$ cat config.mk
export PLATFORM = sky130hd
export DESIGN_NAME = uart_tx_ctrl
export DESIGN_NICKNAME = d
export VERILOG_FILES = /design/src/rtl/uart_pkg.sv /design/src/rtl/uart_tx_ctrl.sv
export SDC_FILE = /design/constraint.sdc
export NUM_CORES = 1
export LEC_CHECK = 0
export CAP_MARGIN = 10
export CORE_UTILIZATION = 58
export CTS_BUF_LIST = sky130_fd_sc_hd__clkbuf_8
export DETAILED_ROUTE_END_ITERATION = 6
export DONT_BUFFER_PORTS = 1
export HOLD_SLACK_MARGIN = 0.05
export PLACE_DENSITY_LB_ADDON = 0.3
export SLEW_MARGIN = 10
export SYNTH_ARGS = -nofsm -noshare
export SYNTH_HDL_FRONTEND = slang
export SYNTH_SLANG_ARGS = --single-unit
$ cat constraint.sdc
create_clock -name clk -period 1.7 [get_ports clk]
set_input_delay 0.34 -clock clk [delete_from_list [all_inputs] [get_ports clk]]
set_output_delay 0.34 -clock clk [all_outputs]
set_load 0.03 [all_outputs]
$ cat src/rtl/uart_pkg.sv
// UART transmit shared types and helpers.
// Frame state encoding, data-bit codes and parity function.
package uart_pkg;

    typedef enum logic [2:0] {
        IDLE,
        SYNC,
        START,
        DATA,
        PARITY,
        STOP
    } tx_state_e;

    localparam logic [1:0] DBITS_5 = 2'd0;
    localparam logic [1:0] DBITS_6 = 2'd1;
    localparam logic [1:0] DBITS_7 = 2'd2;
    localparam logic [1:0] DBITS_8 = 2'd3;

    localparam int MAX_BITS = 8;

    function automatic logic calc_parity(
        input logic [MAX_BITS-1:0] data,
        input logic [1:0]          dbits,
        input logic                odd
    );
        logic p;
        p = odd;
        for (int i = 0; i < MAX_BITS; i++) begin
            if (i < 5 + int'(dbits)) begin
                p = p ^ data[i];
            end
        end
        return p;
    endfunction

endpackage

$ cat src/rtl/uart_tx_ctrl.sv
// UART transmit sequencer: start, 5-8 data bits, parity, stop.
// One bit per tx_tick; config is snapshotted at byte acceptance.
module uart_tx_ctrl
    import uart_pkg::*;
#(
    parameter int DATA_WIDTH = 8
) (
    input  logic                  clk,
    input  logic                  rst,
    input  logic                  tx_tick,
    input  logic [1:0]            cfg_data_bits,
    input  logic                  cfg_parity_en,
    input  logic                  cfg_parity_odd,
    input  logic                  cfg_stop2,
    input  logic [DATA_WIDTH-1:0] tx_data,
    input  logic                  tx_valid,
    output logic                  tx_ready,
    output logic                  tx,
    output logic                  tx_busy,
    output logic                  tx_done
);

    tx_state_e             state, state_n;
    logic [DATA_WIDTH-1:0] shreg, shreg_n;
    logic [2:0]            bit_cnt, bit_cnt_n;
    logic [2:0]            last_bit, last_bit_n;
    logic                  stop_cnt, stop_cnt_n;
    logic                  par_en_q, par_en_n;
    logic                  par_bit_q, par_bit_n;
    logic                  stop2_q, stop2_n;
    logic                  tx_q, tx_n;
    logic                  done_q, done_n;

    logic [2:0]            cfg_last_bit;
    logic [MAX_BITS-1:0]   data8;
    logic                  last_stop;
    logic                  accept;

    assign data8     = MAX_BITS'(tx_data);
    assign last_stop = !stop2_q || stop_cnt;
    assign tx_ready  = (state == IDLE) ||
                       (state == STOP && last_stop && tx_tick);
    assign accept    = tx_valid && tx_ready;

    assign tx      = tx_q;
    assign tx_busy = (state != IDLE);
    assign tx_done = done_q;

    // Index of the final data bit for the offered configuration.
    always_comb begin
        cfg_last_bit = 3'd7;
        unique case (cfg_data_bits)
            DBITS_5: cfg_last_bit = 3'd4;
            DBITS_6: cfg_last_bit = 3'd5;
            DBITS_7: cfg_last_bit = 3'd6;
            DBITS_8: cfg_last_bit = 3'd7;
        endcase
    end

    // Next-state, next line value and snapshot capture.
    always_comb begin
        state_n    = state;
        shreg_n    = shreg;
        bit_cnt_n  = bit_cnt;
        last_bit_n = last_bit;
        stop_cnt_n = stop_cnt;
        par_en_n   = par_en_q;
        par_bit_n  = par_bit_q;
        stop2_n    = stop2_q;
        tx_n       = tx_q;
        done_n     = 1'b0;

        if (accept) begin
            shreg_n    = tx_data;
            last_bit_n = cfg_last_bit;
            par_en_n   = cfg_parity_en;
            par_bit_n  = calc_parity(data8, cfg_data_bits,
                                     cfg_parity_odd);
            stop2_n    = cfg_stop2;
        end

        unique case (state)
            IDLE: begin
                tx_n = 1'b1;
                if (accept) begin
                    state_n = SYNC;
                end
            end
            SYNC: begin
                if (tx_tick) begin
                    state_n = START;
                    tx_n    = 1'b0;
                end
            end
            START: begin
                if (tx_tick) begin
                    state_n   = DATA;
                    tx_n      = shreg[0];
                    bit_cnt_n = 3'd0;
                end
            end
            DATA: begin
                if (tx_tick) begin
                    if (bit_cnt < last_bit) begin
                        shreg_n   = shreg >> 1;
                        tx_n      = shreg[1];
                        bit_cnt_n = bit_cnt + 3'd1;
                    end else if (par_en_q) begin
                        state_n = PARITY;
                        tx_n    = par_bit_q;
                    end else begin
                        state_n    = STOP;
                        tx_n       = 1'b1;
                        stop_cnt_n = 1'b0;
                    end
                end
            end
            PARITY: begin
                if (tx_tick) begin
                    state_n    = STOP;
                    tx_n       = 1'b1;
                    stop_cnt_n = 1'b0;
                end
            end
            STOP: begin
                if (tx_tick) begin
                    if (last_stop) begin
                        done_n = 1'b1;
                        if (accept) begin
                            state_n = START;
                            tx_n    = 1'b0;
                        end else begin
                            state_n = IDLE;
                            tx_n    = 1'b1;
                        end
                    end else begin
                        stop_cnt_n = 1'b1;
                    end
                end
            end
            default: begin
                state_n = IDLE;
                tx_n    = 1'b1;
            end
        endcase
    end

    // State and datapath registers with synchronous reset.
    always_ff @(posedge clk) begin
        if (rst) begin
            state     <= IDLE;
            shreg     <= '0;
            bit_cnt   <= 3'd0;
            last_bit  <= 3'd0;
            stop_cnt  <= 1'b0;
            par_en_q  <= 1'b0;
            par_bit_q <= 1'b0;
            stop2_q   <= 1'b0;
            tx_q      <= 1'b1;
            done_q    <= 1'b0;
        end else begin
            state     <= state_n;
            shreg     <= shreg_n;
            bit_cnt   <= bit_cnt_n;
            last_bit  <= last_bit_n;
            stop_cnt  <= stop_cnt_n;
            par_en_q  <= par_en_n;
            par_bit_q <= par_bit_n;
            stop2_q   <= stop2_n;
            tx_q      <= tx_n;
            done_q    <= done_n;
        end
    end

endmodule
Word level (Yosys, flattened, before mapping)
Cells that the tools add are included.
{"block": "totals", "input_bits": 17, "wordCells": 118, "ff_bits": 23, "out_inout_bits": 4}
{"block": "classes", "reduce_logical": 16, "bitwise": 10, "addsub": 2, "n_mux": 52, "n_lt_le_gt_ge": 9, "eq_ne": 19}
{"operator": "less-than comparator 4 x 32 -> 1 bit (first input constant)", "n": 3}
{"operator": "less-than comparator 3 x 32 -> 1 bit (first input constant)", "n": 2}
{"operator": "two-way mux 3 bit", "n": 11}
{"operator": "less-than comparator 1 x 32 -> 1 bit (first input constant)", "n": 1}
{"operator": "less-than comparator 2 x 32 -> 1 bit (first input constant)", "n": 1}
{"operator": "two-way mux 8 bit", "n": 4}
{"operator": "two-way mux 1 bit", "n": 31}
{"operator": "!= test 2 bit (second input constant)", "n": 11}
{"operator": "one-hot mux 3 bit (6 select lines)", "n": 1}
{"operator": "one-hot mux 3 bit (4 select lines)", "n": 1}
{"operator": "AND reduction 8 bit", "n": 1}
{"operator": "XOR 1 bit", "n": 8}
{"operator": "AND reduction 7 bit", "n": 1}
{"operator": "== test 3 x 2 -> 1 bit (second input constant)", "n": 2}
{"operator": "== test 3 bit (second input constant)", "n": 2}
{"operator": "one-hot mux 3 bit (2 select lines)", "n": 1}
{"operator": "AND reduction 6 bit", "n": 1}
{"operator": "nonzero test 3 bit", "n": 2}
{"operator": "one-hot mux 1 bit (5 select lines)", "n": 1}
{"operator": "adder 3 x 2 -> 4 bit (first input constant)", "n": 1}
{"operator": "== test 2 bit (second input constant)", "n": 2}
{"operator": "less-than comparator 3 x 4 -> 1 bit (first input constant)", "n": 1}
{"operator": "AND reduction 4 bit", "n": 1}
{"operator": "adder 3 x 1 -> 3 bit (second input constant)", "n": 1}
{"operator": "13 further kinds", "n": 17}

Logic depth before layout (Yosys ltp)
Gate-level depths: netlist of run 1.
{"block": "depth", "depth_word": 27, "mapped_depth": 8, "ltp_nobuf": 7}

Least setup slack after synthesis of run 1
No wires, ideal clock.
{"block": "synth_path", "path_type": "reg2out", "start": "register state[0]", "end": "output tx_ready", "stages_incl_launch_ff": 5, "path_buffers": 2, "path_slack_ps": -66, "required_ps": 1360, "arrival_ps": 1426, "path_cell_list": "dfxtp_1 buf_2 clkbuf_1 or2_2 a21oi_1"}
{"block": "synth_via", "elab_chain_cells": 4, "word_cells_on_any_way": 5, "cone_classes": "eq/ne (1); reduce/logical (4)"}
{"item": "from (decl)", "line": "uart_tx_ctrl.sv:23", "source": "tx_state_e state, state_n;"}
{"item": "from (signal assigned)", "line": "uart_tx_ctrl.sv:162", "source": "state <= state_n;"}
{"item": "== test 3 bit", "line": "uart_tx_ctrl.sv:42", "source": "(state == STOP && last_stop && tx_tick);"}
{"item": "logical AND 1 bit (2 in a row)", "line": "uart_tx_ctrl.sv:42"}
{"item": "logical OR 1 bit (*)", "line": "uart_tx_ctrl.sv:41", "source": "assign tx_ready = (state == IDLE) ||"}
{"item": "to (decl)", "line": "uart_tx_ctrl.sv:17", "source": "output logic tx_ready,"}
Mark *: on every way between the ends. The rest lies on a longest branch, timed or not.

Worst setup path in the final report of run 1
{"block": "layout_path", "start": "register bit_cnt[2]", "end": "register state[0]"}
{"block": "layout_via", "elab_chain_cells": 3}
{"item": "from (decl)", "line": "uart_tx_ctrl.sv:25", "source": "logic [2:0] bit_cnt, bit_cnt_n;"}
{"item": "from (signal assigned)", "line": "uart_tx_ctrl.sv:164", "source": "bit_cnt <= bit_cnt_n;"}
{"item": "less-than comparator 3 bit", "line": "uart_tx_ctrl.sv:104", "source": "if (bit_cnt < last_bit) begin"}
{"item": "!= test 2 bit (no line)"}
{"item": "AND reduction 8 bit (no line)"}
Every way passes these cells.
A chain may end at the register's enable or synchronous reset.

==> results.toml, run 1 <==
[routing]
drt_iter0_drc = 16
met3_length_microns = 117
routed.top_layer = "met4"
postRouteAntennaNets = 0
wl_per_cell_microns = 16.4
route.met2.wl_mm = 1.60
vias_per_cell = 6.10
drc = 0
drt-pass1-iter-count = 4
wl_mm = 3.21
num_vias = 1195
wl_met1_mm = 1.42

[power_and_ir_drop]
power_density_nw_per_um2 = 852
p_total_mw = 1.37
power.share.clock_pct = 26.1
seqPwrFrac_pct = 45.9
combPwrFrac_pct = 28.0
intPower_uw = 947
ir_drop_mv = 0.859
netSwitchingFraction_pct = 30.7
power.leakage_nw = 0.645
switchingPower_uw = 420

[timing]
layout_setup_ws_ns = -0.140
hold_viol = 0
rsz0062_at_grt = "yes"
fin_skew_ns = 0.00247
worst_pin_slew_ns = 0.452
relSlewSlack_pct = 69.1
drv_slew = 0
min_period_ns = 1.84
finalCritPeriodShare_pct = 108
setup_viol_count_final = 1
fmax_mhz = 543

[setup_path]
rr_startpoint = "bit_cnt[2]$_SDFFE_PP0P_"
rr_worst_depth = 6
cp.arrival_ns = 1.96
worst-path-stages = 6
cpPeakStageDelay_ns = 0.43
cp_num_buf_inv = 0
critPathKind = "flip-flop to flip-flop"
path_delay_family = "compound AO/OA/AOI/OAI gates"
start_kind = "flip-flop"
worstPathRequired_ns = 1.82
crit_fanout = 6
crit_chain = "ha_4 -> a21o_1 -> a31o_4 -> a21oi_1 -> nor3b_1 -> a2111oi_0"
endpoint_kind = "flip-flop"
r2r-end = "state[0]$_SDFFE_PP0P_"
critPathLaunch = "bit_cnt[2]$_SDFFE_PP0P_"
crit_path_end = "state[0]$_SDFFE_PP0P_"
r2r_slack_ns = -0.14
crit_slowest_cell = "a2111oi_0"

[clocking]
cts_tree = "yes"
ctsHoldBuffers = 0
clk_pin_slew_ns = 0.08
root_buffer = "clkbuf_8"
numCtsBuffers = 3
cts_max_level = 1
clock_latency_ns = 0.27
clock-sinks = 23
clk_path_buf_depth = 2

[yosys]
syn_avg_cell_area_sq_um = 8.43
ys_top_cells_by_area = "dfxtp_1, mux2i_1, nor2_1"
async_flop_share_pct = 0
syn_nets = 178
synth_area_sq_um = 1330
synth_edf_count = 0
ys_seq_area_share_pct = 34.6
synth_seq_cells = 23
ys_types = 40
yosys.area.top_type = "dfxtp_1"
synth_top_area_share_pct = 34.6
yosys_most_used_dff = "dfxtp_1"
synth_warnings = 0
synth_cells = 158

[place]
hpwl_mm = 2.02
gp_congestion = 0.793
dp_cells = 186
port_buffers = 0

[final_layout]
seqCellArea_sq_um = 473
nFillCells = 122
mostFrequentLayoutCell = "nor2_1"
fin_nets = 190
n_antenna_cell = 0
instances_no_fill = 196
final_cell_mix = "nor2_1, dfxtp_1, buf_4"
syn2layout_area_growth_pct = 20.5
post-route-util_pct = 77.9
final_layout_size_suffix_gt1_share_pct = 26.0
multi_input_area_sq_um = 873

[die]
die_h_microns = 49.9
die_w_microns = 49.9
ios = 21
start_util_pct = 64.6
row_count = 16
dieArea_sq_um = 2490
core_area_sq_um = 2060

[global_routing]
grt_pass1_vias = 1137
grt_pass1_wl_mm = 4.89
antenna_found_initial = 0
grt_remaining_overflow = 0
grt_max_degree = 27
grt_usage_pct = 26.0

[min_path]
worstHoldStart = "rst"
min-delay-path-class = "input pin to flip-flop"

[job]
cap_violations = 0

[outcome]
violations = "setup timing"
status = "complete, but fails checks"
power by group through the flow:
stage / Clock, mW / Sequential, mW / Combinational [mW]
after global placement: 0 / 0.632 / 0.299
after detailed placement: 0 / 0.635 / 0.309
after global routing: 0.386 / 0.634 / 0.410
after CTS: 0.357 / 0.624 / 0.332
final: 0.357 / 0.628 / 0.383
after floorplan: 0 / 0.619 / 0.257
registers in the layout, summed over array words and instances, names as in the netlist:
name       count
par_bit_q      1
par_en_q       1
tx_done        1
last_bit       3
bit_cnt        3
stop2_q        1
state          3
tx             1
shreg          8
stop_cnt       1
synth_stat cells (2+ instances only):
master and n:
o21bai_1 2, nor3b_1 3, a31o_2 2, clkbuf_1 8, o21ai_0 2, nand4b_1 2, xnor2_1 7, nand2b_1 4
nor3_1 3, nand3b_1 2, and4b_1 2, inv_1 5, dfxtp_1 23, nand3_1 3, nor2_1 21, a31oi_1 2
or2_2 2, mux2i_1 11, a2111oi_0 2, or3_1 2, buf_2 3, a211oi_1 6, ha_1 3, nand2_1 12
a21oi_1 11
repair_timing:
| action | CTS | global route |
|---|---|---|
| endpoints found under the setup margin | 5 | 16 |
| setup buffers | 3 | 4 |
| hold endpoints to repair | 0 | 0 |
| pin swaps | 2 | 4 |
| gates resized for setup | 9 | 16 |
metal layers:
layer | vias to the layer above | track usage, %
li1 | 584 | -
met1 | 576 | 30.5
met2 | 28 | 46.6
met3 | 7 | 4.63
met4 | 0 | 9.05
met5 | - | 0
layout make-up:
class                           count  share of cell area [%]
Multi-Input combinational cell    118                    54.4
Inverter                            5                    1.17
Clock inverter                      1                   0.468
Sequential cell                    23                    29.5
Tap cell                           27                    2.10
Clock buffer                        3                    2.57
Timing Repair Buffer               19                    9.82
worst min-delay path by stage:
stage / endpoint / slack, ns / cells past startpoint
4_1_cts: shreg[5]$_SDFF_PP0_ / 0.12 / 1
3_3_place_gp: shreg[5]$_SDFF_PP0_ / 0.41 / 1
5_1_grt: shreg[4]$_SDFF_PP0_ / 0.10 / 1
3_5_place_dp: shreg[5]$_SDFF_PP0_ / 0.42 / 1
6_report: state[1]$_SDFFE_PP0P_ / 0.12 / 1
2_1_floorplan: shreg[5]$_SDFF_PP0_ / 0.43 / 2
kinds of logic after synthesis:
group	after synthesis	share of synthesized area, %
multiplexers	12	9.11
AO/OA/AOI/OAI	36	19.8
buffers and inverters	17	5.63
XOR/XNOR	7	4.60
flip-flops	23	34.6
adder cells (fa/ha/maj)	3	2.82
AND/OR/NAND/NOR	60	23.5
stage by stage:
step / hold WS (ns) / setup WS, ns / cell area, sq um / setup TNS (ns)
2_1_floorplan: 0.432 / 0.0165 / 1340 / 0
3_3_place_gp: 0.414 / 0.00860 / 1410 / 0
3_5_place_dp: 0.415 / -0.0414 / 1410 / -0.0770
4_1_cts: 0.120 / -0.00362 / 1500 / -0.0126
5_1_grt: 0.103 / -0.237 / 1610 / -0.361
6_report: 0.120 / -0.140 / 1610 / -0.140
worst register-to-register path, stage by stage, from the launching register on:
cell and delay [ns]:
dfxtp_2 0.35, ha_4 0.24, a21o_1 0.20, a31o_4 0.24, a21oi_1 0.17, nor3b_1 0.07, a2111oi_0 0.43
(Power assumes the default switching activity.)
==> inputs of run 2 (changes only) <==
--- a/config.mk
+++ b/config.mk
@@ -6,12 +6,15 @@
 export NUM_CORES = 1
 export LEC_CHECK = 0
 export CAP_MARGIN = 10
-export CORE_UTILIZATION = 58
+export CELL_PAD_IN_SITES_DETAIL_PLACEMENT = 1
+export CELL_PAD_IN_SITES_GLOBAL_PLACEMENT = 1
+export CORE_UTILIZATION = 44
 export CTS_BUF_LIST = sky130_fd_sc_hd__clkbuf_8
 export DETAILED_ROUTE_END_ITERATION = 6
 export DONT_BUFFER_PORTS = 1
 export HOLD_SLACK_MARGIN = 0.05
 export PLACE_DENSITY_LB_ADDON = 0.3
+export SKIP_LAST_GASP = 1
 export SLEW_MARGIN = 10
 export SYNTH_ARGS = -nofsm -noshare
 export SYNTH_HDL_FRONTEND = slang
==> run 2 against run 1 <==
  * The flow finishes with violations (DRC)
  * Power is 3.2% lower
  * Setup slack better by 0.16 ns
  * Count of clock-buffer cells in the layout stayed put
  * Sequential power is 0.6% lower
  * Critical endpoint is now tx$_SDFFE_PP1P_
==> results.toml, run 2 (synthesis results as in run 1) <==
[timing]
fmax_mhz = 594
setup_viol_count_final = 0
rsz0062_at_grt = "yes"
finalCritPeriodShare_pct = 99.0
layout_setup_ws_ns = 0.0178
drv_slew = 0
min_period_ns = 1.68
fin_skew_ns = 0.00406
tns_ns = 0
relSlewSlack_pct = 77.7
worst_pin_slew_ns = 0.334
hold_viol = 0

[setup_path]
rr_worst_depth = 6
crit_slowest_cell = "o41a_1"
cp.arrival_ns = 1.83
crit_fanout = 5
r2r_slack_ns = 0.02
crit_chain = "ha_4 -> a21o_1 -> a31o_4 -> nor2_4 -> a311oi_2 -> o41a_1"
worstPathRequired_ns = 1.85
endpoint_kind = "flip-flop"
rr_startpoint = "bit_cnt[2]$_SDFFE_PP0P_"
start_kind = "flip-flop"
cpPeakStageDelay_ns = 0.44
r2r-end = "tx$_SDFFE_PP1P_"
critPathKind = "flip-flop to flip-flop"

[final_layout]
nFillCells = 323
syn2layout_area_growth_pct = 19.3
regMostFlops = "shreg"
fin_nets = 191
post-route-util_pct = 56.7
final_cell_mix = "nor2_1, dfxtp_1, buf_4"
mostFrequentLayoutCell = "nor2_1"
largest_reg_flops = 8
n_antenna_cell = 0
final_layout_size_suffix_gt1_share_pct = 27.1

[outcome]
status = "complete, but fails checks"
violations = "DRC"

[place]
port_buffers = 0
hpwl_mm = 2.37
gp_congestion = 0.780
pre_cts_ws_ns = -0.100

[min_path]
worstHoldStart = "rst"
whs_path_depth = 1
min_to = "shreg[0]$_SDFF_PP0_"
min-delay-path-class = "input pin to flip-flop"

[routing]
drc = 4
wl_per_cell_microns = 15.7
drt_iter0_drc = 61
drt-pass1-iter-count = 6
num_vias = 1156
vias_per_cell = 5.75
postRouteAntennaNets = 0
wl_mm = 3.16

[power_and_ir_drop]
ir_drop_mv = 0.408
power.leakage_nw = 0.647
p_total_mw = 1.32
power_density_nw_per_um2 = 833

[die]
die_w_microns = 57.0
die_h_microns = 57.0
row_count = 19
dieArea_sq_um = 3250
core_area_sq_um = 2810
start_util_pct = 47.5
ios = 21

[global_routing]
grt_usage_pct = 21.4
grt_remaining_overflow = 0
grt_max_degree = 27
grt_pass1_vias = 1206
grt_pass1_wl_mm = 5.47
antenna_found_initial = 0

[clocking]
clk_pin_slew_ns = 0.08
clock-sinks = 23
numCtsBuffers = 3
ctsHoldBuffers = 0
clk_path_buf_depth = 2
cts_tree = "yes"
clock_latency_ns = 0.26
root_buffer = "clkbuf_8"
cts_max_level = 1

[job]
cap_violations = 0
run 2: cell type report:
| type | instances | area, sq um | area share (%) |
|---|---|---|---|
| clock inverters | 1 | 3.75 | 0.236 |
| clock buffers | 3 | 41.3 | 2.60 |
| well taps | 31 | 38.8 | 2.44 |
| inverters | 5 | 18.8 | 1.18 |
| flip-flops and latches | 23 | 469 | 29.5 |
| repair buffers | 20 | 158 | 9.91 |
| multi-input cells | 118 | 861 | 54.1 |
run 2: report_power, final:
part	switching (mW)	total [mW]	internal (mW)
Sequential	0.0417	0.624	0.583
Combinational	0.181	0.368	0.187
Clock	0.170	0.332	0.161
run 2: metal layers:
metal / global-route usage [%] / vias up / wire, microns
li1: - / 588 / -
met1: 25.6 / 547 / 1460
met2: 38.5 / 17 / 1570
met3: 3.17 / 4 / 96
met4: 8.36 / 0 / 37
met5: 0 / - / 0
run 2: worst max-delay path by stage:
stage                                        start                      end  cells past startpoint
after floorplan           last_bit[2]$_SDFFE_PP0N_  bit_cnt[0]$_SDFFE_PP0P_                      7
after detailed placement  last_bit[2]$_SDFFE_PP0N_    state[1]$_SDFFE_PP0P_                      6
after global routing      last_bit[2]$_SDFFE_PP0N_          tx$_SDFFE_PP1P_                      7
after CTS                    state[2]$_SDFFE_PP0P_                 tx_ready                      4
final                      bit_cnt[2]$_SDFFE_PP0P_          tx$_SDFFE_PP1P_                      6
after global placement    last_bit[2]$_SDFFE_PP0N_    state[1]$_SDFFE_PP0P_                      6
run 2: critical path: cells and delay by family, from the launching register on:
family                   cells  cell delay, ns
AO/OA/AOI/OAI                4            0.89
adder cells (fa/ha/maj)      1            0.24
AND/OR/NAND/NOR              1            0.09
flip-flops                   1            0.34
run 2: what timing repair did:
item,CTS,global route
endpoints found under the setup margin,7,19
buffers inserted,1,4
pin swaps,2,4
resized for setup,9,12
gates cloned,0,0
endpoints found under the hold margin,0,0
run 2: per-stage QoR:
stage | cells | hold WS (ns) | instance area (sq um)
2_1_floorplan | 158 | 0.432 | 1340
3_3_place_gp | 192 | 0.414 | 1430
3_5_place_dp | 192 | 0.417 | 1430
4_1_cts | 197 | 0.131 | 1530
5_1_grt | 201 | 0.113 | 1590
6_report | 201 | 0.140 | 1590
